File: config.mk
export PLATFORM = sky130hd
export DESIGN_NAME = usb_tx_fifo_sched
export DESIGN_NICKNAME = d
export VERILOG_FILES = /design/src/rtl/usb_tx_fifo_sched.sv
export SDC_FILE = /design/constraint.sdc
export NUM_CORES = 1
export LEC_CHECK = 0
export ABC_AREA = 1
export CAP_MARGIN = 5
export CORE_AREA = 2 2 83 85
export DETAILED_ROUTE_END_ITERATION = 12
export DIE_AREA = 0 0 85 87
export PLACE_DENSITY = 0.95
export SLEW_MARGIN = 5
export SYNTH_ARGS = -nofsm -noshare
export SYNTH_HDL_FRONTEND = slang
export SYNTH_SLANG_ARGS = --single-unit
File: constraint.sdc
create_clock -name usbClk -period 2.9 [get_ports usbClk]
set_input_delay 0.435 -clock usbClk [delete_from_list [all_inputs] [get_ports usbClk]]
set_output_delay 0.435 -clock usbClk [all_outputs]
set_load 0.02 [all_outputs]
File: src/rtl/usb_tx_fifo_sched.sv
// IN-packet scheduler: moves one packet at a time from an endpoint TX FIFO to the SIE byte path.
// Optional packet/abort statistics counters are built when USB_TX_SCHED_STATS_EN is defined.
//
// state | meaning
// IDLE  | waiting for an SIE IN request; fill count sampled here
// LOAD  | one-cycle read strobe to the active endpoint FIFO
// WAIT  | FIFO read latency; capture byte into txData
// SEND  | byte presented to SIE, waiting for txDataReady
// DONE  | packet complete pulse
// ABORT | packet aborted by flush of the active FIFO
module usb_tx_fifo_sched #(
  parameter int NUM_EP   = 4,
  parameter int EP_SEL_W = 2,
  parameter int CNT_W    = 16,
  parameter int MAX_PKT  = 64,
  parameter int LEN_W    = 7
) (
  input  logic                      usbClk,
  input  logic                      rstN,
  input  logic                      inReq,
  input  logic [EP_SEL_W-1:0]       inEp,
  output logic                      inReqAck,
  input  logic [NUM_EP*CNT_W-1:0]   numElementsInFifo,
  input  logic [NUM_EP-1:0]         forceEmptySyncToUsbClk,
  input  logic [NUM_EP*8-1:0]       fifoData,
  output logic [NUM_EP-1:0]         fifoREn,
  output logic [7:0]                txData,
  output logic                      txDataValid,
  input  logic                      txDataReady,
  output logic                      pktDone,
  output logic                      pktAborted,
  output logic [LEN_W-1:0]          pktLen,
  output logic                      busy,
  output logic [15:0]               pktCount,
  output logic [7:0]                abortCount
);

  typedef enum logic [2:0] {IDLE, LOAD, WAIT, SEND, DONE, ABORT} stateT;

  localparam logic [CNT_W-1:0]    MAX_PKT_C = CNT_W'(MAX_PKT);
  localparam logic [LEN_W-1:0]    MAX_PKT_L = LEN_W'(MAX_PKT);
  localparam logic [EP_SEL_W:0]   NUM_EP_C  = (EP_SEL_W+1)'(NUM_EP);

  stateT               state, stateNext;
  logic [EP_SEL_W-1:0] ep, epNext;
  logic [LEN_W-1:0]    remaining, remainingNext;
  logic [LEN_W-1:0]    sent, sentNext;
  logic [7:0]          txDataNext;
  logic                txDataValidNext;

  logic [CNT_W-1:0]    fillArr [NUM_EP];
  logic [7:0]          dataArr [NUM_EP];
  logic [CNT_W-1:0]    reqFill;
  logic [LEN_W-1:0]    reqLen;
  logic                epValid;
  logic                flushHit;

  always_comb begin
    for (int k = 0; k < NUM_EP; k++) begin
      fillArr[k] = numElementsInFifo[k*CNT_W +: CNT_W];
      dataArr[k] = fifoData[k*8 +: 8];
    end
  end

  // Length is clamped at full count width before truncation so large fills cannot alias.
  assign reqFill  = fillArr[inEp];
  assign reqLen   = (reqFill > MAX_PKT_C) ? MAX_PKT_L : reqFill[LEN_W-1:0];
  assign epValid  = ({1'b0, inEp} < NUM_EP_C);
  assign flushHit = forceEmptySyncToUsbClk[ep];

  assign fifoREn = (state == LOAD) ? (NUM_EP'(1) << ep) : '0;
  assign busy    = (state != IDLE);

  always_ff @(posedge usbClk or negedge rstN) begin
    if (!rstN) begin
      state       <= IDLE;
      ep          <= '0;
      remaining   <= '0;
      sent        <= '0;
      txData      <= '0;
      txDataValid <= 1'b0;
    end else begin
      state       <= stateNext;
      ep          <= epNext;
      remaining   <= remainingNext;
      sent        <= sentNext;
      txData      <= txDataNext;
      txDataValid <= txDataValidNext;
    end
  end

  always_comb begin
    stateNext       = state;
    epNext          = ep;
    remainingNext   = remaining;
    sentNext        = sent;
    txDataNext      = txData;
    txDataValidNext = txDataValid;
    inReqAck        = 1'b0;
    pktDone         = 1'b0;
    pktAborted      = 1'b0;
    pktLen          = '0;
    case (state)
      IDLE: begin
        if (inReq) begin
          inReqAck = 1'b1;
          if (epValid) begin
            epNext        = inEp;
            remainingNext = reqLen;
            sentNext      = '0;
            stateNext     = (reqLen == '0) ? DONE : LOAD;
          end else begin
            pktAborted = 1'b1;
          end
        end
      end
      LOAD: stateNext = flushHit ? ABORT : WAIT;
      WAIT: begin
        if (flushHit) begin
          stateNext = ABORT;
        end else begin
          txDataNext      = dataArr[ep];
          txDataValidNext = 1'b1;
          stateNext       = SEND;
        end
      end
      SEND: begin
        // A flush in the handshake cycle wins: the byte is dropped and not counted.
        if (flushHit) begin
          txDataValidNext = 1'b0;
          stateNext       = ABORT;
        end else if (txDataReady) begin
          txDataValidNext = 1'b0;
          sentNext        = sent + LEN_W'(1);
          remainingNext   = remaining - LEN_W'(1);
          stateNext       = (remaining == LEN_W'(1)) ? DONE : LOAD;
        end
      end
      DONE: begin
        pktDone   = 1'b1;
        pktLen    = sent;
        stateNext = IDLE;
      end
      ABORT: begin
        pktAborted = 1'b1;
        pktLen     = sent;
        stateNext  = IDLE;
      end
      default: stateNext = IDLE;
    endcase
  end

`ifdef USB_TX_SCHED_STATS_EN
  always_ff @(posedge usbClk or negedge rstN) begin
    if (!rstN) begin
      pktCount   <= '0;
      abortCount <= '0;
    end else begin
      if (pktDone && (pktCount != '1))
        pktCount <= pktCount + 16'd1;
      if (pktAborted && (abortCount != '1))
        abortCount <= abortCount + 8'd1;
    end
  end
`else
  assign pktCount   = '0;
  assign abortCount = '0;
`endif

endmodule

-- Word level (Yosys, flattened, before mapping)
Index checks and enable logic that the tools add are counted.
- bits of input ports: 106
- logic and storage cells: 73
- register bits: 28
- output and inout bits: 48
- multiplexer cells: 35
- order comparisons: 4
- add/subtract/negate cells: 2
- equal/unequal tests: 11
- bitwise logic cells: 3
- shifts and indexed selects: 1
- reductions and logical operators: 11
- operators by type and width (cell ; count):
    2-to-1 mux 7 bit ; 8
    binary-select mux 16 bit (select 2 bit) ; 1
    2-to-1 mux 16 bit ; 2
    case mux 7 bit (2 select lines) ; 2
    2-to-1 mux 3 bit ; 7
    binary-select mux 8 bit (select 2 bit) ; 1
    > comparator 16 x 7 -> 1 bit, second input constant ; 1
    2-to-1 mux 8 bit ; 2
    case mux 3 bit (4 select lines) ; 1
    2-to-1 mux 1 bit ; 8
    inequality test 2 bit, second input constant ; 4
    adder 7 x 1 -> 7 bit, second input constant ; 1
    equality test 7 x 1 -> 1 bit, second input constant ; 1
    logical NOT 7 bit ; 1
    subtractor 7 x 1 -> 7 bit, second input constant ; 1
    equality test 3 x 2 -> 1 bit, second input constant ; 2
    equality test 3 bit, second input constant ; 2
    >= comparator 3 bit, second input constant ; 2
    inverter 2 -> 3 bit ; 2
    AND reduction 2 bit ; 3
    2-to-1 mux 4 bit ; 1
    AND reduction 4 bit ; 1
    nonzero test 2 bit ; 2
    << shifter 1 x 2 -> 4 bit, first input constant ; 1
    10 further kinds ; 10

-- Longest topological paths before layout
Gate-level depths: netlist of run 1.
- depth after elaboration: 10
- gate-level depth with buffers: 13
- mapped depth without buffers: 12

-- Worst setup path after synthesis of run 1
Ideal clock, no wire load.
- path kind: reg2out
- from: reg ep[1]
- to: out fifoREn[2]
- cell stages (with the launch flop): 5
- data required time: 2.465 ns
- buffers on the path: 2
- setup slack: 1.241 ns
- arrival time: 1.224 ns
- cells stage by stage: dfrtp_1 -> buf_2 -> inv_2 -> clkbuf_1 -> nor3_1
- word-level cells in the longest chain between the ends: 2
- ends and longest elaborated chain (element ; RTL line ; text):
    from (decl) ; 45 ; logic [EP_SEL_W-1:0] ep, epNext;
    from (signal assigned) ; 84 ; ep <= epNext;
    << shifter 1 x 2 -> 4 bit ; 71 ; assign fifoREn = (state == LOAD) ? (NUM_EP'(1) << ep) : '0;
    2-to-1 mux 4 bit ; 71 ;
    to (decl) ; 26 ; output logic [NUM_EP-1:0] fifoREn,
No other way between the ends.

-- Worst setup path in the final report of run 1
Ends and elaborated chain as after synthesis.

==> results of run 1 <==
area by class of cell:
class                      instances  area [um2]  area share (%)
clock buffer                       3        41.3            1.06
inverter                          35         134            3.45
multi-input combinational        328        1580            40.8
sequential                        28         701            18.1
tap                               80         100            2.58
timing repair buffer             133        1320            34.1
cells in the mapped netlist (all sizes together), types with 3 or more instances:
cell type / instances
nand2: 120
nor2: 50
nand3: 48
buf: 35
inv: 35
dfrtp: 28
o21ai: 21
nor3: 14
a21oi: 13
nand4: 13
clkbuf: 5
nand3b: 4
ha: 3
o211ai: 3
xor2: 3
power by group through the flow:
| stage | clock, mW | sequential [mW] | combinational, mW |
|---|---|---|---|
| after floorplan | 0 | 0.685 | 0.995 |
| after global placement | 0 | 0.666 | 1.44 |
| after detailed placement | 0 | 0.672 | 1.48 |
| after CTS | 0.212 | 0.663 | 1.48 |
| after global routing | 0.231 | 0.691 | 1.66 |
| final | 0.206 | 0.667 | 1.48 |
layer usage:
layer | GRT usage (%) | share of wire, % | up-vias
li1 | - | - | 1515
met1 | 22.9 | 38 | 1376
met2 | 35.1 | 50 | 140
met3 | 2.94 | 7.2 | 30
met4 | 10.5 | 4.8 | 0
met5 | 0 | 0 | -
critical path, stage by stage (launching register included):
cell and delay [ns]:
dfrtp_1 0.74, inv_2 0.25, nor3_1 0.25, clkdlybuf4s50_1 0.64
cells by family after synthesis:
logic type | after synthesis | share of synthesized area, %
simple gates | 257 | 44.8
buf+inv | 75 | 17.0
compound gates | 39 | 8.47
other cells | 1 | 0.142
fa+ha+maj | 3 | 1.42
flops | 28 | 26.5
xor+xnor | 5 | 1.66
metrics by stage:
| stage | instances | instance area, um2 | power [mW] |
|---|---|---|---|
| CTS | 607 | 3880 | 2.36 |
| global route | 607 | 3880 | 2.58 |
| detailed placement | 604 | 3840 | 2.15 |
| global placement | 604 | 3840 | 2.10 |
| finish | 607 | 3880 | 2.36 |
| floorplan | 431 | 2730 | 1.68 |
flip-flops by register name, indices dropped and copies added, names as in the netlist:
name / cells
ep: 2
remaining: 7
sent: 7
state: 3
txData: 8
txDataValid: 1
worst max path at each step:
| stage | from | cells after the start | slack, ns | endpoint |
|---|---|---|---|---|
| 4_1_cts | ep[1] | 3 | 0.34 | fifoREn[2] |
| 6_report | ep[1] | 3 | 0.31 | fifoREn[2] |
| 3_3_place_gp | inEp[0] | 13 | 0.55 | state[0] |
| 5_1_grt | ep[1] | 3 | 0.15 | fifoREn[2] |
| 3_5_place_dp | inEp[0] | 9 | 0.46 | state[2] |
| 2_1_floorplan | ep[1] | 4 | 1.24 | fifoREn[2] |
==> run summary, run 1 <==
The number of global-route vias before repair came to 2921. The initial antenna violation count was 0. Per report_power, the combinational group accounts for 63.0% of the total. The register-to-register setup slack came out at 0.67 ns. The maximum level of the CTS H-tree came out at 1. The capture endpoint of the worst hold path is txData[1]. The floorplan has 30 rows.

The library cell used most frequently in the layout, excluding fill and tap cells, is clkdlybuf4s50_1. The number of antenna-violating nets in the routed design is 0. The number of library cell types mapped by synthesis is 41. The max-cap check violation count is 0.

The combined global-route utilization of all metal layers is 19.8%. Summing the sequential cell areas from Yosys gives 26.5% of the chip area. The final setup slack of the worst path is 0.312 ns. In the layout the commonest cells are 129 x clkdlybuf4s50_1, 114 x nand2_1, 47 x nor2_1, 46 x nand3_1, 29 x inv_1.

The wire length of the first global-routing pass came out at 12200 um. The cell depth of the worst flop-to-flop path came out at 9. Across all hold checks on the routed design, the worst slack comes to 0.492 ns. After clock tree synthesis, the clock-pin slew on the worst setup and hold paths is 0.09 ns. The internal power component came out at 1.21 mW.

Counting along the longest clock path gives a buffer depth of 2. Data arrives at the worst endpoint at 2.15 ns. The initial standard-cell utilization of the core is 40.2%. The count of final max-slew check failures is 0. The number of gates resized after cts came out at 0. The final core utilization is 59.0%.

The number of remaining DRC errors is 0. The sequential share of power came out at 28.3%. The top achievable clock speed is 0.386 GHz. The wire length reported by the detailed router is 7650 um. The pre-CTS setup slack is 0.460 ns.

The data required time at the worst endpoint is 2.47 ns. The later-pin clock latency in the skew report is 0.27 ns. The overall die height came out at 87 um. The worst setup path is of the flip-flop to output pin kind. The maximum number of pins on one net before global-route repair is 29. For this design, the CTS-stage hold fixing added 0 buffers.

The startpoint identified for the worst register-to-register timing path is ep[1]. The flow ran to the end, and the final reports show no timing, DRC or antenna violations. The synthesized design spends more area on one cell type than any other, namely dfrtp_1. The type of the tightest min-delay check is flip-flop to flip-flop. 0 antenna diodes ended up in the layout. The net switching power is 1.14 mW. The mean cell area of the mapped netlist is 6.48 um2. Setup repair after global routing left no endpoint under its margin. The number of flops mapped to enable cells by yosys is 0. The total leakage power came out at 1.77 nW. The part of the cycle the worst path needs came out at 89.2%. Sorting the synthesized cells by area gives the leading types as dfrtp_1 27%, nand2_1 16%, nand3_1 8.7%.

The worst hold path passes through 2 cells. The number of sinks handled by clock tree synthesis came out at 28. Routability-driven placement finished with a final weighted congestion of 0.860. The number of nets in the layout came out at 638.

Detailed routing inserted a total of 3061 vias. The fraction of final layout cells sized beyond drive strength 1 came out at 6.45%. The area share of the leading cell type in the synthesized netlist came out at 26.5%. Of the total power, the share spent switching nets is 48.5%. The wire length per cell after detailed routing came out at 12.6 um.

The aggregate global routing overflow is 0. In this run the worst path has a maximum fanout of 19. In this run the critical register-to-register path is captured at remaining[1]. The power density over the cells is 608 nW/um2. The tree is rooted in a clkbuf_8. The register bit total from synthesis is 28. The cell area after synthesis came out at 2640 um2.

The final hold violation count came out at 0. The worst IR drop on VDD came out at 0.324 mV. Measured along the x axis, the die boundary spans 85 um.

Setup violations remaining at the end of the flow were counted as 0. The area enclosed by the die boundary is 7400 um2. The part of the power in the clock network came out at 8.7%.

The half-perimeter wire length after placement is 6440 um. The core region is 6570 um2. TritonCTS built the clock tree. In this run the most critical hold path is launched from txData[1]. The worst setup path is launched from a flip-flop.

The shortest clock period the worst path allows after layout is 2.59 ns. The relative max-transition margin came out at 59.6%. The worst-margin pin slew came out at 0.606 ns. The first-pass iteration count of the detailed router is 4. The violation count after the first detailed-route iteration is 189. In the synthesized netlist the dominant register cell turns out to be dfrtp_1. The ratio of routed vias to standard cells is 5.04.

The final total negative setup slack came out at 0 ns. Of all flip-flops after synthesis, the portion carrying an async set or reset was 100%. The layout-stage area growth over the synthesis result is 46.7%. The largest clock skew in the final design is 0.00329 ns. The total of fill cells in the finished design came out at 602. The buffer count from post-CTS setup fixing came out at 0.

In this run the count of I/O pins placed on the die edge is 154. Synthesis produced a netlist whose cell count is 408. The yosys synthesis warning count is 0. The TritonCTS buffer count came out at 3. The worst setup path is captured at an output pin.

The number of port buffers is 129.
Power figures use the tool's default switching activity.
==> inputs of run 2 (changes only) <==
SETUP_SLACK_MARGIN = 0.15   (was unset)
==> results of run 2 <==
The final DEF is identical to that of run 1; final timing and power are the same.
==> inputs of run 3 (changes only) <==
MAX_ROUTING_LAYER = met4   (was unset)
==> run 3 against run 2 <==
Compared with the run above:
- core utilization stayed put
- critical endpoint unchanged
- critical path type unchanged
- non-clock buffer count did not move
- register-to-register slack about the same
- largest power group unchanged
- combinational power about the same
==> run summary, run 3 (synthesis results as in run 1) <==
Outcome: completed (unchanged). The combined global-route utilization of all metal layers is 20.4% (was 19.8%). The number of port buffers is 129 (unchanged). The logic gate share of total power came out at 63.1% (was 63.0%).

The clock tree root driver cell is clkbuf_8 (unchanged). The internal power component is 1.21 mW (about the same). The number of nets in the layout came out at 638 (unchanged).

The largest clock skew in the final design is 0.00347 ns (was 0.00329 ns). The initial standard-cell utilization of the core is 40.2% (unchanged). The flip-flop count of the largest register, all copies and words added is 8 (unchanged). The fraction of final layout cells sized beyond drive strength 1 was 6.45% (unchanged). The origin of the critical flop-to-flop path is ep[1] (unchanged). The TritonCTS clock tree is built (unchanged). The final total negative setup slack came out at 0 ns (unchanged). The share of total power consumed by net switching is 48.5% (about the same). The buffer count from post-CTS setup fixing is 0 (unchanged). Highest-count cells in the layout ignoring fill and taps: 129 x clkdlybuf4s50_1, 114 x nand2_1, 47 x nor2_1, 46 x nand3_1, 29 x inv_1 (unchanged). The later-pin clock latency in the skew report is 0.27 ns (about the same). The layout-stage area growth over the synthesis result is 46.7% (unchanged). The horizontal die dimension is 85 um (unchanged).

The final cell count without fillers came out at 607 (unchanged). The number of remaining DRC errors is 0 (unchanged). The part of the power in the clock network is 8.7% (about the same). The timing startpoint of the critical path is ep[1] (unchanged). The violation count after the first detailed-route iteration is 201 (was 189). The type of the tightest min-delay check is flip-flop to flip-flop (unchanged). Regs by FF count: txData (8), remaining (7), sent (7) (unchanged). Setup repair after global routing missed its margin: false (unchanged).

The antenna diode instance count is 0 (unchanged). The maximum level of the CTS H-tree came out at 1 (unchanged). The shortest clock period the worst path allows after layout is 2.57 ns (was 2.59 ns).

The number of antenna-violating nets in the routed design is 0 (unchanged). The final number of setup-violating endpoints is 0 (unchanged). The worst IR drop on VDD came out at 0.326 mV (was 0.324 mV). The register-to-register setup slack is 0.68 ns (was 0.67 ns).

The net switching power is 1.14 mW (about the same). The first-pass iteration count of the detailed router came out at 5 (was 4). The cell depth of the worst flop-to-flop path is 9 (unchanged).

The wire length reported by the detailed router came out at 7670 um (was 7650 um). The relative max-transition margin came out at 60.8% (was 59.6%). The register bank with the most flops is txData (unchanged).

The initial antenna violation count is 0 (unchanged). The total of fill cells in the finished design came out at 602 (unchanged). The number of primary I/O pins is 154 (unchanged). The launch point of the worst hold path is txData[7] (was txData[1]). The total leakage power is 1.77 nW (unchanged).

The final hold slack came out at 0.492 ns (about the same). The max-cap check violation count came out at 0 (unchanged). The TritonCTS buffer count is 3 (unchanged).

The post-placement cell count is 604 (unchanged). The wire length per cell after detailed routing is 12.6 um (about the same). The kind of critical path is flip-flop to output pin (unchanged). The area enclosed by the die boundary came out at 7400 um2 (unchanged). The aggregate global routing overflow came out at 0 (unchanged). The cell area after placement is 3840 um2 (unchanged). The top achievable clock speed was 0.389 GHz (was 0.386 GHz). The sequential share of power was 28.2% (was 28.3%). The final cell area excluding filler cells is 3880 um2 (unchanged). The post-CTS clock slew at the launch and capture registers of the worst setup and hold paths is 0.09 ns (about the same).

The ratio of routed vias to standard cells came to 5.10 (was 5.04). The count of standard-cell rows came to 30 (unchanged). The critical-path maximum fanout came out at 19 (unchanged). The number of global-route vias before repair came out at 2925 (was 2921).

The nature of the critical path startpoint is a flip-flop (unchanged). The maximum number of pins on one net before global-route repair came out at 29 (unchanged). The power density over the cells was 608 nW/um2 (about the same). The number of gates resized after cts is 0 (unchanged). The number of sinks handled by clock tree synthesis came out at 28 (unchanged). The worst path arrival time came out at 2.14 ns (was 2.15 ns).

The part of the cycle the worst path needs is 88.6% (was 89.2%). The detailed-route via count came out at 3096 (was 3061). The wire length of the first global-routing pass is 12200 um (about the same).

The total core area came out at 6570 um2 (unchanged). The data required time at the worst endpoint came out at 2.47 ns (about the same). The overall die height is 87 um (unchanged). The half-perimeter wire length after placement came out at 6440 um (unchanged). The most common library cell in the layout ignoring fill and taps is clkdlybuf4s50_1 (unchanged).

The type of element capturing the critical path was an output pin (unchanged). The clock tree buffer depth was 2 (unchanged). The capture point of the worst path is fifoREn[2] (unchanged). The worst-margin pin slew came out at 0.589 ns (was 0.606 ns). The final hold violation count came out at 0 (unchanged). The critical register-to-register path endpoint was remaining[1] (unchanged). The post-cts hold buffer count is 0 (unchanged). The routability congestion estimate was 0.874 (was 0.860). The count of final max-slew check failures came out at 0 (unchanged).
## run 3: power by group through the flow
stage / Combinational (mW) / Sequential [mW] / Clock (mW)
final: 1.49 / 0.665 / 0.206
after CTS: 1.48 / 0.663 / 0.212
after floorplan: 0.995 / 0.685 / 0
after global routing: 1.66 / 0.691 / 0.231
after global placement: 1.44 / 0.666 / 0
after detailed placement: 1.48 / 0.672 / 0
## run 3: per-layer routing
layer,track usage (%),up-vias,wire (um),part of all wire (%)
met5,-,-,0,0
met2,35.1,151,3850,50
li1,-,1513,-,-
met1,23.4,1400,2990,39
met4,10.5,0,376,4.9
met3,2.37,32,446,5.8
## run 3: cell type report
| class | count | area, um2 | share of cell area (%) |
|---|---|---|---|
| multi-input cells | 328 | 1580 | 40.8 |
| repair buffers | 133 | 1320 | 34.1 |
| clock buffers | 3 | 41.3 | 1.06 |
| inverters | 35 | 134 | 3.45 |
| flip-flops and latches | 28 | 701 | 18.1 |
| well taps | 80 | 100 | 2.58 |
## run 3: stage by stage
stage	worst slack (ns)	total power [mW]	utilization, %
final	0.330	2.36	59.0
after global routing	0.154	2.58	59.0
after CTS	0.336	2.36	59.0
after detailed placement	0.460	2.15	58.4
after global placement	0.550	2.10	58.4
after floorplan	1.24	1.68	-
## run 3: worst min-delay path by stage
stage,slack [ns],cells after the start,to
2_1_floorplan,0.14,0,ep[0]
3_3_place_gp,0.46,2,txData[4]
3_5_place_dp,0.47,2,txData[3]
4_1_cts,0.50,2,sent[6]
5_1_grt,0.52,2,txData[1]
6_report,0.49,2,txData[7]
## run 3: worst max-delay path, cell delays in order, from the launching register on
cell	delay (ns)
dfrtp_1	0.72
inv_2	0.25
nor3_1	0.24
clkdlybuf4s50_1	0.64
